[src/rtl/zx_pkg.sv]
// Shared definitions for the Spectrum video RAM arbiter slice: VRAM geometry,
// ULA port decode and the CPU access state encoding.
package zx_pkg;

  localparam int          VRAM_ADDR_W    = 13;
  localparam logic [12:0] VRAM_ATTR_BASE = 13'h1800;
  localparam logic [7:0]  ULA_PORT_MASK  = 8'h01;

  typedef enum logic [1:0] {
    IDLE    = 2'd0,
    RD_WAIT = 2'd1,
    ACK     = 2'd2
  } arb_state_e;

  // The ULA answers every even I/O address.
  function automatic logic is_ula_port(input logic [7:0] addr);
    return (addr & ULA_PORT_MASK) == 8'h00;
  endfunction

endpackage

[src/rtl/zx_port_fe.sv]
// Port 0xFE output latch: border colour, tape MIC and beeper bits.
module zx_port_fe
  import zx_pkg::*;
#(
  parameter logic [2:0] BORDER_RST = 3'd7
) (
  input  logic       clk,
  input  logic       reset,
  input  logic       io_wr,
  input  logic [7:0] io_addr,
  input  logic [4:0] wdata,
  output logic [2:0] border,
  output logic       mic,
  output logic       beeper
);

  logic [2:0] border_q;
  logic       mic_q;
  logic       beeper_q;

  // Latch the ULA output bits on an I/O write that decodes to the ULA.
  always_ff @(posedge clk) begin
    if (reset) begin
      border_q <= BORDER_RST;
      mic_q    <= 1'b0;
      beeper_q <= 1'b0;
    end else if (io_wr && is_ula_port(io_addr)) begin
      border_q <= wdata[2:0];
      mic_q    <= wdata[3];
      beeper_q <= wdata[4];
    end else begin
      border_q <= border_q;
      mic_q    <= mic_q;
      beeper_q <= beeper_q;
    end
  end

  assign border = border_q;
  assign mic    = mic_q;
  assign beeper = beeper_q;

endmodule

[src/rtl/zx_vram_arbiter.sv]
// Single-port VRAM arbiter: video scan-out has absolute priority, the Z80 is
// served through a req/ack handshake in the gaps. Also hosts the 0xFE latch.
module zx_vram_arbiter
  import zx_pkg::*;
#(
  parameter int          ADDR_W     = VRAM_ADDR_W,
  parameter logic [15:0] CPU_BASE   = 16'h4000,
  parameter logic [2:0]  BORDER_RST = 3'd7
) (
  input  logic              clk,
  input  logic              reset,
  input  logic              video_req,
  input  logic [ADDR_W-1:0] video_addr,
  output logic [7:0]        video_data,
  input  logic              cpu_req,
  input  logic              cpu_we,
  input  logic [15:0]       cpu_addr,
  input  logic [7:0]        cpu_din,
  output logic [7:0]        cpu_dout,
  output logic              cpu_ack,
  input  logic              io_wr,
  input  logic [7:0]        io_addr,
  output logic [2:0]        border,
  output logic              mic,
  output logic              beeper,
  output logic [ADDR_W-1:0] mem_addr,
  output logic [7:0]        mem_wdata,
  output logic              mem_we,
  input  logic [7:0]        mem_rdata
);

  arb_state_e        st_q;
  logic              cpu_ack_q;
  logic [7:0]        cpu_dout_q;
  logic              vcap_q;
  logic [7:0]        video_data_q;
  logic [ADDR_W-1:0] mem_addr_q;

  logic [ADDR_W-1:0] cpu_word_s;
  logic              cpu_issue_s;
  logic [ADDR_W-1:0] mem_addr_d;
  logic              mem_we_d;

  assign cpu_word_s  = ADDR_W'(cpu_addr - CPU_BASE);
  assign cpu_issue_s = (st_q == IDLE) && cpu_req && !video_req;

  // RAM port issue: the address must reach the RAM in the request cycle, so
  // this path is combinational; it parks on the last address when idle.
  always_comb begin
    mem_addr_d = mem_addr_q;
    mem_we_d   = 1'b0;
    if (reset) begin
      mem_addr_d = {ADDR_W{1'b0}};
    end else if (video_req) begin
      mem_addr_d = video_addr;
    end else if (cpu_issue_s) begin
      mem_addr_d = cpu_word_s;
      mem_we_d   = cpu_we;
    end else begin
      mem_addr_d = mem_addr_q;
    end
  end

  // CPU access FSM plus the two independent read-capture registers.
  always_ff @(posedge clk) begin
    if (reset) begin
      st_q         <= IDLE;
      cpu_ack_q    <= 1'b0;
      cpu_dout_q   <= 8'h00;
      vcap_q       <= 1'b0;
      video_data_q <= 8'h00;
      mem_addr_q   <= {ADDR_W{1'b0}};
    end else begin
      vcap_q     <= video_req;
      mem_addr_q <= mem_addr_d;
      if (vcap_q) begin
        video_data_q <= mem_rdata;
      end else begin
        video_data_q <= video_data_q;
      end
      cpu_ack_q <= 1'b0;
      case (st_q)
        IDLE: begin
          if (cpu_issue_s) begin
            st_q      <= cpu_we ? ACK : RD_WAIT;
            cpu_ack_q <= cpu_we;
          end else begin
            st_q <= IDLE;
          end
        end
        // Data here belongs to the CPU address issued last cycle, whatever
        // video does to the port this cycle.
        RD_WAIT: begin
          cpu_dout_q <= mem_rdata;
          st_q       <= ACK;
          cpu_ack_q  <= 1'b1;
        end
        ACK: begin
          st_q <= IDLE;
        end
        default: begin
          st_q <= IDLE;
        end
      endcase
    end
  end

  assign video_data = video_data_q;
  assign cpu_dout   = cpu_dout_q;
  assign cpu_ack    = cpu_ack_q;
  assign mem_addr   = mem_addr_d;
  assign mem_we     = mem_we_d;
  assign mem_wdata  = cpu_din;

  zx_port_fe #(
    .BORDER_RST (BORDER_RST)
  ) u_port_fe (
    .clk     (clk),
    .reset   (reset),
    .io_wr   (io_wr),
    .io_addr (io_addr),
    .wdata   (cpu_din[4:0]),
    .border  (border),
    .mic     (mic),
    .beeper  (beeper)
  );

endmodule

[config.mk]
export PLATFORM = sky130hd
export DESIGN_NAME = zx_vram_arbiter
export DESIGN_NICKNAME = d
export VERILOG_FILES = /design/src/rtl/zx_pkg.sv /design/src/rtl/zx_port_fe.sv /design/src/rtl/zx_vram_arbiter.sv
export SDC_FILE = /design/constraint.sdc
export NUM_CORES = 1
export LEC_CHECK = 0
export ABC_AREA = 1
export CORE_ASPECT_RATIO = 1.25
export CORE_MARGIN = 2
export CORE_UTILIZATION = 40
export CTS_CLUSTER_SIZE = 30
export DETAILED_ROUTE_END_ITERATION = 10
export PLACE_DENSITY = 0.86
export SYNTH_ARGS = -nofsm -noshare
export SYNTH_HDL_FRONTEND = slang
export SYNTH_HIERARCHICAL = 1
export SYNTH_SLANG_ARGS = --single-unit
[constraint.sdc]
create_clock -name clk -period 3.3 [get_ports clk]
set_clock_uncertainty 0.05 [all_clocks]
set_input_delay 0.66 -clock clk [delete_from_list [all_inputs] [get_ports clk]]
set_output_delay 0.66 -clock clk [all_outputs]
set_load 0.01 [all_outputs]
==> impl_metrics.py, run 1 <==
metrics = {
    "sta": {
        "post-route-period-util_pct": 91.6,
        "rsz0062_at_grt": "false",
        "setup_violations": 0,
        "max_freq_mhz": 331,
        "worst_slack_ns": 0.278,
        "finalHoldViolCount": 0,
        "worstMarginPinSlew_ns": 0.606,
        "relSlewSlack_pct": 59.5,
        "period_needed_ns": 3.02,
        "finalSetupTns_ns": 0,
        "hold_ws_ns": 0.412,
        "slew_violations": 0,
    },
    "global_route": {
        "overflow": 0,
        "grt_pass1_wl_um": 6910,
        "grt_pass1_vias": 1636,
        "antenna_found_initial": 0,
        "grt_usage_pct": 17.3,
        "grt_max_degree": 29,
    },
    "setup_path": {
        "critical_path.max_fanout": 28,
        "cp_slowest_cell": "clkdlybuf4s50_1",
        "crit_path_start": "video_req",
        "cp.arrival_ns": 2.31,
        "endpoint_kind": "primary output",
        "crit_buf_inv": 3,
        "crit_required_ns": 2.59,
        "r2r_slack_ns": 1.94,
        "cp-start-kind": "input pin",
        "cpPeakStageDelay_ns": 0.55,
        "worstSetupPathType": "in -> out",
        "critPathTopFamily": "buffers and inverters",
        "path_cells": "clkdlybuf4s50_1, nor2_4, buf_12, nand3_1, nand2_1, nor2_1, nor2_1, clkdlybuf4s50_1",
        "r2r_start": "st_q[0]",
    },
    "synth": {
        "ys_types": 16,
        "synth_area_um2": 1690,
        "ys_warn_count": 6,
        "synthesis.nets": 304,
        "synth_area_leaders": "dfxtp_1 44%, nor2_1 17%, o21ai_0 8.0%",
        "synth_top_area_share_pct": 43.9,
        "syn_inst": 245,
        "async_flop_share_pct": 0,
        "synth_edf_count": 0,
        "ys_ff_latch": 37,
        "post-synth-top-area-cell": "dfxtp_1",
        "ys.flop_type": "dfxtp_1",
        "synth.avg_cell_area_um2": 6.89,
        "synth.yosys.seq_area_share_pct": 43.9,
    },
    "min_path": {
        "hold_path_class": "reg -> reg",
        "min-delay-start": "u_port_fe/border[1]",
    },
    "place": {
        "port_buffers": 86,
        "dp.cells": 374,
        "dpl_cell_area_um2": 2550,
        "dpl.hpwl_um": 3050,
        "dp_worst_setup_slack_ns": 0.264,
        "gp_congestion": 0.711,
    },
    "power_and_ir_drop": {
        "power.density_nw_per_um2": 438,
        "fin_total_pwr_mw": 1.17,
        "p_leak_nw": 1.15,
        "ir_worst_vdd_mv": 0.280,
    },
    "detailed_routing": {
        "wl_um": 3990,
        "vias": 1767,
        "drt-pass1-iter-count": 4,
        "ant_nets": 0,
        "drt_iter0_drc": 71,
        "drc": 0,
        "detail_route.wl_per_cell_um": 10.4,
        "vias_per_cell": 4.63,
    },
    "cts": {
        "clk-insertion-delay-late_ns": 0.28,
        "hold_buffers": 0,
        "cts_tree": "yes",
        "cts_setup_buffers": 0,
        "clk_pin_slew_ns": 0.07,
        "htreeDepth": 2,
        "clock_sinks": 37,
        "cts.repair.resized": 0,
        "clock_path_buffers": 2,
        "root_buffer": "clkbuf_8",
        "cts_buffers": 5,
    },
    "die": {
        "io-pin-count": 103,
        "die_area_um2": 4760,
        "start_util_pct": 41.5,
        "core_um2": 4070,
        "die_width_um": 62.1,
        "die_h_um": 76.7,
        "fp-row-count": 26,
    },
    "finish": {
        "layout-drive-gt1-share_pct": 5.52,
        "areaGrowthSynthToFinish_pct": 58.7,
        "fin_area_um2": 2680,
        "final_common_cell": "clkdlybuf4s50_1",
        "finalNonFillerCells": 382,
        "fin_util_pct": 65.9,
        "final_cell_mix": "86 x clkdlybuf4s50_1, 77 x nor2_1, 37 x dfxtp_1",
        "diodes": 0,
        "final_nets": 384,
    },
    "status": {
        "status": "finished clean",
    },
    "run": {
        "drv_cap": 0,
    },
}
## worst min-delay path, delay by kind of cell, from the launching register on
kind	cells	cell delay, ns
flip-flops	1	0.33
AND/OR/NAND/NOR	2	0.10
## layout make-up
class                   count  area, um^2
flip-flops and latches     37         741
repair buffers             90         916
fillers                   353        1390
clock buffers               5        68.8
multi-input cells         167         729
inverters                  24        90.1
clock inverters             3        65.1
well taps                  56        70.1
## sequential cells by signal, summed over array words and instances (netlist names)
register          flops
u_port_fe/border      3
video_data            8
vcap_q                1
st_q                  2
mem_addr_q           13
cpu_dout              8
u_port_fe/beeper      1
u_port_fe/mic         1
## synth_stat cells (4+ instances only)
library cell and n:
a21oi_1 14, buf_2 4, buf_4 8, buf_6 4
dfxtp_1 37, inv_1 22, nand2_1 20, nand3_1 22
nor2_1 77, o21ai_0 27
## logic make-up after synthesis
kind of cell           count (synthesis)  synth area share, %
buffers and inverters                 41                 13.0
AND/OR/NAND/NOR                      124                 30.4
AO/OA/AOI/OAI                         43                 12.7
flip-flops                            37                 43.9
## power breakdown
part	switching, mW	internal (mW)	leakage [nW]	total [mW]
Combinational	0.0991	0.130	0.777	0.229
Clock	0.159	0.300	0.0681	0.459
Sequential	0.0122	0.474	0.305	0.486
## worst paths after layout
check,end,depth (start not counted)
worst max-delay path,mem_addr[8],8
worst min-delay path,u_port_fe/border[1],2
worst max register to register,mem_addr_q[8],4
worst min register to register,u_port_fe/border[1],2
## routing by layer
metal	up-vias	part of all wire, %	track usage (%)
li1	926	-	-
met3	4	8.7	5.57
met4	0	0.90	5.33
met2	66	50	31.5
met1	771	41	19.1
met5	-	0	0
(Power assumes the default switching activity.)
==> inputs of run 2 (changes only) <==
Settings changed: SKIP_CTS_REPAIR_TIMING set to 1.
==> results of run 2 <==
Same layout as run 1: the final DEF is identical, and so are final timing and power.
